[src/rtl/adc_pkg.sv]
// adc_pkg: shared frame constants and FSM state encoding for the ADC SPI sequencer.
// Contents: frame geometry (FRAME_BITS, PROTO_BITS, DATA_BITS), the expected
// protocol nibble PROTO_OK, and the state_t encoding with its ST_* constants.
package adc_pkg;
    localparam int FRAME_BITS = 16;
    localparam int PROTO_BITS = 4;
    localparam int DATA_BITS  = 12;
    localparam logic [PROTO_BITS-1:0] PROTO_OK = 4'b0000;
    typedef logic [2:0] state_t;
    localparam state_t ST_IDLE  = 3'd0;
    localparam state_t ST_SETUP = 3'd1;
    localparam state_t ST_SHIFT = 3'd2;
    localparam state_t ST_HOLD  = 3'd3;
    localparam state_t ST_QUIET = 3'd4;
endpackage

[src/rtl/adc_sclk_tick.sv]
// adc_sclk_tick: SCLK half-period divider producing terminal-count and edge strobes.
// Ports:
//   clk, rst   system clock, synchronous active-high reset
//   en         counting enable; while low the counter and phase are held cleared
//   phase      current half-period: 0 = first half after enable, toggles every CLK_DIV cycles
//   tc         last cycle of the current half-period
//   fall_tick  tc while phase=0 (the SCLK-high half ends, SCLK falls next)
//   rise_tick  tc while phase=1 (the SCLK-low half ends, SCLK rises next)
module adc_sclk_tick #(
    parameter int CLK_DIV = 4
) (
    input  logic clk,
    input  logic rst,
    input  logic en,
    output logic phase,
    output logic tc,
    output logic fall_tick,
    output logic rise_tick
);
    localparam int W = (CLK_DIV > 1) ? $clog2(CLK_DIV) : 1;
    localparam logic [W-1:0] LAST = W'(CLK_DIV - 1);
    logic [W-1:0] cnt;
    assign tc        = en && cnt == LAST;
    assign rise_tick = tc && phase;
    assign fall_tick = tc && !phase;
    always_ff @(posedge clk) begin
        if (rst || !en) begin
            cnt   <= '0;
            phase <= 1'b0;
        end else begin
            cnt   <= tc ? '0 : cnt + 1'b1;
            phase <= phase ^ tc;
        end
    end
endmodule

[src/rtl/adc_spi_sequencer.sv]
// adc_spi_sequencer: SPI master that runs one 16-bit conversion frame of the serial ADC per request.
// Ports:
//   Clk, Reset    system clock, synchronous active-high reset
//   Inicio        conversion request, sampled only while idle
//   SDATA         ADC serial data, captured MSB first on each SCLK rising edge
//   CS_n, SCLK    ADC chip select (active low) and serial clock (idles high)
//   Dato_OUT      last accepted frame, held between frames
//   Dato_Valido   one-cycle strobe, Dato_OUT is new in this cycle
//   Ocupado       busy from the cycle after a request is accepted until back in idle
//   Error_Protocolo  (only with ADC_PROTOCOL_CHECK_EN) one-cycle strobe when the
//                 leading protocol nibble is not zero; such frames are dropped
// Optional macro: ADC_PROTOCOL_CHECK_EN enables the protocol-nibble check.
// All outputs are registered from the next-state value so they change in the
// same cycle the state does.
module adc_spi_sequencer import adc_pkg::*; #(
    parameter int CLK_DIV      = 4,
    parameter int QUIET_CYCLES = 2,
    parameter int FRAME_BITS   = adc_pkg::FRAME_BITS
) (
    input  logic                  Clk,
    input  logic                  Reset,
    input  logic                  Inicio,
    input  logic                  SDATA,
    output logic                  CS_n,
    output logic                  SCLK,
    output logic [FRAME_BITS-1:0] Dato_OUT,
    output logic                  Dato_Valido,
    output logic                  Ocupado
`ifdef ADC_PROTOCOL_CHECK_EN
    ,
    output logic                  Error_Protocolo
`endif
);
    localparam int QW = $clog2(QUIET_CYCLES + 1);
    localparam logic [QW-1:0] Q_LAST = QW'(QUIET_CYCLES - 1);
    localparam logic [4:0] LAST_BIT = 5'(FRAME_BITS - 1);
    state_t state, ns;
    logic [4:0] bit_cnt;
    logic [FRAME_BITS-1:0] shreg;
    logic [QW-1:0] q_cnt;
    logic div_en, phase, tc, fall_tick, rise_tick, frame_done, accept;
    assign div_en     = state == ST_SETUP || state == ST_SHIFT || state == ST_HOLD;
    assign frame_done = state == ST_HOLD && tc;
    adc_sclk_tick #(.CLK_DIV(CLK_DIV)) u_tick (
        .clk(Clk), .rst(Reset), .en(div_en),
        .phase(phase), .tc(tc), .fall_tick(fall_tick), .rise_tick(rise_tick)
    );
    // Each SHIFT bit period is a low half (phase=1) then a high half (phase=0);
    // the period ends on fall_tick, and the last one hands over to HOLD.
    always_comb begin
        ns = state;
        case (state)
            ST_IDLE:  if (Inicio) ns = ST_SETUP;
            ST_SETUP: if (tc) ns = ST_SHIFT;
            ST_SHIFT: if (fall_tick && bit_cnt == LAST_BIT) ns = ST_HOLD;
            ST_HOLD:  if (tc) ns = ST_QUIET;
            ST_QUIET: if (q_cnt == Q_LAST) ns = ST_IDLE;
            default:  ns = ST_IDLE;
        endcase
    end
`ifdef ADC_PROTOCOL_CHECK_EN
    logic proto_ok;
    assign proto_ok = shreg[FRAME_BITS-1 -: PROTO_BITS] == PROTO_OK;
    assign accept   = frame_done && proto_ok;
    always_ff @(posedge Clk) Error_Protocolo <= !Reset && frame_done && !proto_ok;
`else
    assign accept = frame_done;
`endif
    always_ff @(posedge Clk) begin
        if (Reset) begin
            state       <= ST_IDLE;
            bit_cnt     <= '0;
            shreg       <= '0;
            q_cnt       <= '0;
            CS_n        <= 1'b1;
            SCLK        <= 1'b1;
            Dato_OUT    <= '0;
            Dato_Valido <= 1'b0;
            Ocupado     <= 1'b0;
        end else begin
            state       <= ns;
            bit_cnt     <= state != ST_SHIFT ? '0 : (fall_tick && bit_cnt != LAST_BIT) ? bit_cnt + 5'd1 : bit_cnt;
            shreg       <= (state == ST_SHIFT && rise_tick) ? {shreg[FRAME_BITS-2:0], SDATA} : shreg;
            q_cnt       <= state == ST_QUIET ? q_cnt + 1'b1 : '0;
            CS_n        <= ns == ST_IDLE || ns == ST_QUIET;
            // phase ^ tc is the divider phase of the next cycle; phase 1 is the low half
            SCLK        <= !(ns == ST_SHIFT && (phase ^ tc));
            Ocupado     <= ns != ST_IDLE;
            Dato_Valido <= accept;
            Dato_OUT    <= accept ? shreg : Dato_OUT;
        end
    end
endmodule

[config.mk]
export PLATFORM = sky130hd
export DESIGN_NAME = adc_spi_sequencer
export DESIGN_NICKNAME = d
export VERILOG_FILES = /design/src/rtl/adc_pkg.sv /design/src/rtl/adc_sclk_tick.sv /design/src/rtl/adc_spi_sequencer.sv
export SDC_FILE = /design/constraint.sdc
export NUM_CORES = 1
export LEC_CHECK = 0
export ABC_AREA = 1
export CAP_MARGIN = 20
export CELL_PAD_IN_SITES_DETAIL_PLACEMENT = 0
export CELL_PAD_IN_SITES_GLOBAL_PLACEMENT = 1
export CORE_AREA = 2 2 72 74
export DETAILED_ROUTE_END_ITERATION = 8
export DIE_AREA = 0 0 74 76
export HOLD_SLACK_MARGIN = 0.08
export PLACE_DENSITY_LB_ADDON = 0.1
export REMOVE_ABC_BUFFERS = 1
export SLEW_MARGIN = 10
export SYNTH_ARGS = -nofsm -noshare
export SYNTH_HDL_FRONTEND = slang
export SYNTH_SLANG_ARGS = --single-unit
[constraint.sdc]
create_clock -name Clk -period 2 [get_ports Clk]
set_input_delay 0.4 -clock Clk [delete_from_list [all_inputs] [get_ports Clk]]
set_output_delay 0.4 -clock Clk [all_outputs]
set_load 0.03 [all_outputs]
==> results.sh <==
export IMPL_fin_crit_sh=0.891
export IMPL_clock_root_buffer="clkbuf_8"
export IMPL_dieArea_sq_um=5620
export IMPL_worst_r2r_cell_count=8
export IMPL_cts_path_max_buffers=2
export IMPL_instances_no_fill=330
export IMPL_fp_dieH_microns=76
export IMPL_gr_total_overflow=0
export IMPL_final_common_cell="nor2_1"
export IMPL_grt_total_usage=0.138
export IMPL_endpoint_kind="register"
export IMPL_required_ns=2.23
export IMPL_ant_nets=0
export IMPL_ys_async_sr_fraction=0
export IMPL_layout_min_cycle_time_ns=1.78
export IMPL_htreeDepth=2
export IMPL_hpwl_microns=2330
export IMPL_cts_buffers=5
export IMPL_worst_path_largest_cell_delay_ns=0.46
export IMPL_ioPinCount=24
export IMPL_hold_path_class="register to register"
export IMPL_multi_input_area_sq_um=786
export IMPL_cts_tree="done"
export IMPL_p_leak_nw=0.953
export IMPL_finalHoldViolCount=0
export IMPL_drive_gt1_frac=0.112
export IMPL_grt_pass1_vias=1438
export IMPL_place_gp_congestion=0.734
export IMPL_rsz0062_at_grt="no"
export IMPL_post_cts_resized=0
export IMPL_grt_use_met1=0.175
export IMPL_tightest_slew_ns=0.479
export IMPL_ys_seq_area_frac=0.517
export IMPL_clock_sinks=49
export IMPL_synth_edf_count=0
export IMPL_crit_family="simple AND/OR/NAND/NOR gates"
export IMPL_cpMaxStageDelayCell="dfxtp_1"
export IMPL_timing_critical_path_from="state[0]$_SDFF_PP0_"
export IMPL_syn_inst=232
export IMPL_fill_cells=502
export IMPL_max_slew_margin_rel=0.680
export IMPL_globalRouteMet3Util=0.0397
export IMPL_synth_seq_cells=49
export IMPL_worst_setup_path_start_kind="register"
export IMPL_grt_max_degree=22
export IMPL_critical_path_arrival_ns=2.01
export IMPL_met2_usage=0.221
export IMPL_synth_top_area_cell="dfxtp_1"
export IMPL_top_usage_layer="met2"
export IMPL_critical_path_buf_inv_count=1
export IMPL_crit_cells=8
export IMPL_setup_viol=0
export IMPL_p_per_area_nw_per_um2=700
export IMPL_slew_viol_final=0
export IMPL_nets=269
export IMPL_yosysTopAreaCellShare=0.517
export IMPL_crit_chain="nor2_1 -> inv_1 -> nand2_1 -> nor2_1 -> ha_1 -> nand2_1 -> or2_2 -> a21oi_1"
export IMPL_drtPass1Iterations=4
export IMPL_routed_wl_microns=3490
export IMPL_routedWlPerCell_microns=10.6
export IMPL_clock_latency_ns=0.29
export IMPL_synthesis_area_sq_um=1900
export IMPL_crit_fanout=7
export IMPL_outcome="finished clean"
export IMPL_yosys_most_used_dff="dfxtp_1"
export IMPL_rrSetupSlack_ns=0.22
export IMPL_synth_area_per_cell_sq_um=8.17
export IMPL_final_cell_mix="nor2_1 (68), dfxtp_1 (49), o21ai_0 (25), clkdlybuf4s50_1 (23), inv_1 (17)"
export IMPL_dp_cells=321
export IMPL_drt_iter0_drc=74
export IMPL_core_sq_um=4910
export IMPL_num_rows=26
export IMPL_dr_total_vias=1487
export IMPL_endpoint="bit_cnt[4]$_SDFFE_PP0P_"
export IMPL_antenna_cells=0
export IMPL_vias_per_cell=4.51
export IMPL_hold_buffers=0
export IMPL_fin_setup_tns_ns=0
export IMPL_r2r_start="state[0]$_SDFF_PP0_"
export IMPL_start_util=0.386
export IMPL_worst_setup_path_type="register to register"
export IMPL_port_buffers=23
export IMPL_antenna_found_initial=0
export IMPL_drv_cap=0
export IMPL_synth_area_leaders="dfxtp_1 (52%), nor2_1 (13%), o21ai_0 (6.6%)"
export IMPL_clk_pin_slew_ns=0.08
export IMPL_synth_warnings=0
export IMPL_cts_setup_buffers=0
export IMPL_fmax_mhz=561
export IMPL_regArea_sq_um=981
export IMPL_ys_types=25
export IMPL_irDropWorstVdd_uv=408
export IMPL_clock_skew_ns=0.00570
export IMPL_r2r_end="bit_cnt[4]$_SDFFE_PP0P_"
export IMPL_grt_pass1_wl_microns=6170
export IMPL_die_x_microns=74
export IMPL_route_detailed_drc=0
export IMPL_area_growth_pct=20.4
[layer usage]
layer,share of wire,routed length (microns)
met5,0,0
met4,0.018,64
met3,0.033,114
met2,0.47,1630
met1,0.48,1680
[cells by family after synthesis]
group	count (synthesis)	share of synthesized area
AND/OR/NAND/NOR	109	0.263
XOR/XNOR	2	0.00924
AO/OA/AOI/OAI	39	0.103
flip-flops	49	0.517
buffers and inverters	27	0.0680
adder cells (fa/ha/maj)	6	0.0396
[synth_stat cells, types with 2 or more instances]
| master | instances |
|---|---|
| inv_1 | 17 |
| nor3_1 | 3 |
| buf_4 | 3 |
| dfxtp_1 | 49 |
| a21oi_1 | 5 |
| nand2_1 | 11 |
| xor2_1 | 2 |
| nor2_4 | 2 |
| nor2_1 | 68 |
| nor2_2 | 11 |
| inv_2 | 2 |
| clkbuf_1 | 3 |
| o21ai_1 | 9 |
| o21ai_0 | 25 |
| nand3_1 | 7 |
| ha_1 | 6 |
[cell type report]
class                           count  area share
Clock buffer                        8      0.0351
Inverter                           20      0.0329
Multi-Input combinational cell    156       0.344
Sequential cell                    49       0.430
Tap cell                           70      0.0384
Timing Repair Buffer               27       0.120
[state kept, by name, indices dropped and copies added (netlist names)]
| register | count |
|---|---|
| SCLK | 1 |
| u_tick.cnt | 2 |
| Dato_Valido | 1 |
| Ocupado | 1 |
| Dato_OUT | 16 |
| bit_cnt | 5 |
| u_tick.phase | 1 |
| shreg | 16 |
| q_cnt | 2 |
| state | 3 |
| CS_n | 1 |
[where the power goes]
part	leakage, nW	internal (mW)	switching, mW
combinational	0.517	0.0256	0.0374
sequential	0.396	0.981	0.00467
clock	0.0395	0.249	0.301
[metrics by stage]
stage | hold WS, ns | area (sq um) | setup WS [ns] | util | total power [mW]
finish | 0.422 | 2280 | 0.218 | 0.465 | 1.60
floorplan | 0.398 | 1840 | 0.454 | - | 1.05
CTS | 0.424 | 2260 | 0.198 | 0.461 | 1.63
global route | 0.454 | 2280 | 0.0337 | 0.465 | 1.68
detailed placement | 0.412 | 2180 | 0.226 | 0.444 | 1.07
global placement | 0.411 | 2180 | 0.182 | 0.444 | 1.07
[worst min path at each step]
| stage | startpoint | endpoint | slack [ns] | depth (start not counted) |
|---|---|---|---|---|
| 5_1_grt | q_cnt[0]$_SDFF_PP0_ | q_cnt[0]$_SDFF_PP0_ | 0.45 | 1 |
| 2_1_floorplan | q_cnt[0]$_SDFF_PP0_ | q_cnt[0]$_SDFF_PP0_ | 0.40 | 1 |
| 3_5_place_dp | u_tick.cnt[0]$_SDFF_PP0_ | u_tick.cnt[0]$_SDFF_PP0_ | 0.41 | 1 |
| 4_1_cts | u_tick.cnt[0]$_SDFF_PP0_ | u_tick.cnt[0]$_SDFF_PP0_ | 0.42 | 1 |
| 3_3_place_gp | u_tick.cnt[0]$_SDFF_PP0_ | u_tick.cnt[0]$_SDFF_PP0_ | 0.41 | 1 |
| 6_report | u_tick.cnt[0]$_SDFF_PP0_ | u_tick.cnt[0]$_SDFF_PP0_ | 0.42 | 1 |
Note: power is estimated with default switching activity, not from simulation.
==> variant (same flow settings) <==
Set the parameter `QUIET_CYCLES` to 1 (it was 2).
--- a/src/rtl/adc_spi_sequencer.sv
+++ b/src/rtl/adc_spi_sequencer.sv
@@ -15,5 +15,5 @@
 module adc_spi_sequencer import adc_pkg::*; #(
     parameter int CLK_DIV      = 4,
-    parameter int QUIET_CYCLES = 2,
+    parameter int QUIET_CYCLES = 1,
     parameter int FRAME_BITS   = adc_pkg::FRAME_BITS
 ) (
Function: no difference found for any inputs over 10 cycles, from zero or initial values and one cycle with Reset high; that may be too few to reach the edited logic, so the function may still have changed.
==> variant against the original RTL <==
- utilization decreased by 1.7 points
- area after synthesis decreased by 4.2%
- cell area decreased by 3.7%
- sequential cell count decreased by 1
- clock skew about the same
- non-clock buffer count decreased by 1
- total power increased by 0.80%
- clock power increased by 6.9%
- highest routed layer unchanged
- combinational power decreased by 8.6%
- wire length increased by 0.89%
- setup slack improved by 0.062 ns
- die area unchanged
- critical path type unchanged
- final cell count decreased by 1.2%
==> variant: results (changes against the original RTL) <==
status completed (unchanged); fraction of layout instances using a drive strength above 1 0.0664 (was 0.112); share of total power consumed by net switching 0.214 (about the same); CTS buffer count 5 (unchanged); share of the yosys chip area belonging to registers 0.529 (was 0.517); Max-slew headroom 0.727 (was 0.680); cell area after placement 0.00211 mm2 (was 0.00218 mm2); Combinational Power 0.0000576 W (was 0.0000630 W); GP Congestion 0.801 (was 0.734); HPWL after detailed placement 2380 um (was 2330 um); top fanout value on the critical path 8 (was 7); biggest area contributors in the synthesized netlist dfxtp_1, nor2_1, o21ai_0 (unchanged); initial drt markers 45 (was 74); met3 routed wirelength 134 um (was 114 um); Leakage Power 0.951 nW (was 0.953 nW); worst-case register-to-register setup slack 0.28 ns (was 0.22 ns); Place WS 0.252 ns (was 0.226 ns); final worst setup slack 0.280 ns (was 0.218 ns); Switching Power 0.000344 W (was 0.000343 W); area occupied by multi-input gates 722 um2 (was 786 um2); global-route met2 utilization 0.219 (was 0.221); DRT met1 WL 1700 um (was 1680 um); final worst clock skew 0.00574 ns (was 0.00570 ns); Critical Path AT 1.94 ns (was 2.01 ns); number of placed instances, taps included 318 (was 321); Post-synth top cells nor2_1, dfxtp_1, o21ai_0 (unchanged); via count of the first global-routing pass 1382 (was 1438); largest net degree at the start of global routing 24 (was 22); sum of met2 wire segment lengths after detailed routing 1660 um (was 1630 um); mean instance size in the synthesized netlist 7.93 um2 (was 8.17 um2); start point of the worst min-delay path q_cnt (was u_tick.cnt[0]); Clock power frac 0.365 (was 0.344); Avg WL per Cell 10.8 um (was 10.6 um); via-per-instance ratio 4.43 (was 4.51); GRT met3 Usage 0.0450 (was 0.0397); depth of the worst register-to-register path 8 (unchanged); Peak VDD IR 0.304 mV (was 0.408 mV); unique cell type count in the Yosys netlist 23 (was 25); FF-to-FF End bit_cnt[2] (was bit_cnt[4]); final routed wirelength across all metal layers 3520 um (was 3490 um); fraction of synthesized area in multiplexers 0 (unchanged); share of synthesized cell area in full adder, half adder and majority cells 0.0344 (was 0.0396); endpoint with the worst hold slack q_cnt (was u_tick.cnt[0]); global router's overall resource usage 0.140 (was 0.138); Layout Nets 264 (was 269); synthesized-area fraction occupied by ao, oa, aoi and oai cells 0.0992 (was 0.103); wire length of the first global-routing pass 6130 um (was 6170 um); met1 layer usage reported by global route 0.175 (about the same); worst hold slack across all endpoints 0.425 ns (was 0.422 ns); count of input and output buffers 23 (unchanged)
-- variant: layout make-up --
cell class | instances | area share
well taps | 70 | 0.0399
inverters | 21 | 0.0382
multi-input cells | 153 | 0.329
flip-flops and latches | 48 | 0.437
repair buffers | 26 | 0.115
clock buffers | 8 | 0.0410
-- variant: worst max path at each step --
stage / startpoint / end / depth (start not counted)
6_report: state[0] / bit_cnt[2] / 8
5_1_grt: state[0] / bit_cnt[2] / 8
4_1_cts: state[0] / shreg[2] / 9
3_5_place_dp: Reset / shreg[3] / 5
3_3_place_gp: Reset / shreg[14] / 5
2_1_floorplan: state[0] / bit_cnt[2] / 8
-- variant: cell families after synthesis --
logic type | count (synthesis)
flops | 48
fa+ha+maj | 5
buf+inv | 28
simple gates | 111
xor+xnor | 1
compound gates | 36
-- variant: worst register-to-register path, cell delays in order (launching register included) --
cell and delay (ns):
dfxtp_1 0.45, nor2_1 0.10, inv_1 0.11, nand2_1 0.08, nor2_1 0.14, ha_1 0.21
nand2_1 0.18, o21ai_0 0.17, nor3b_1 0.20
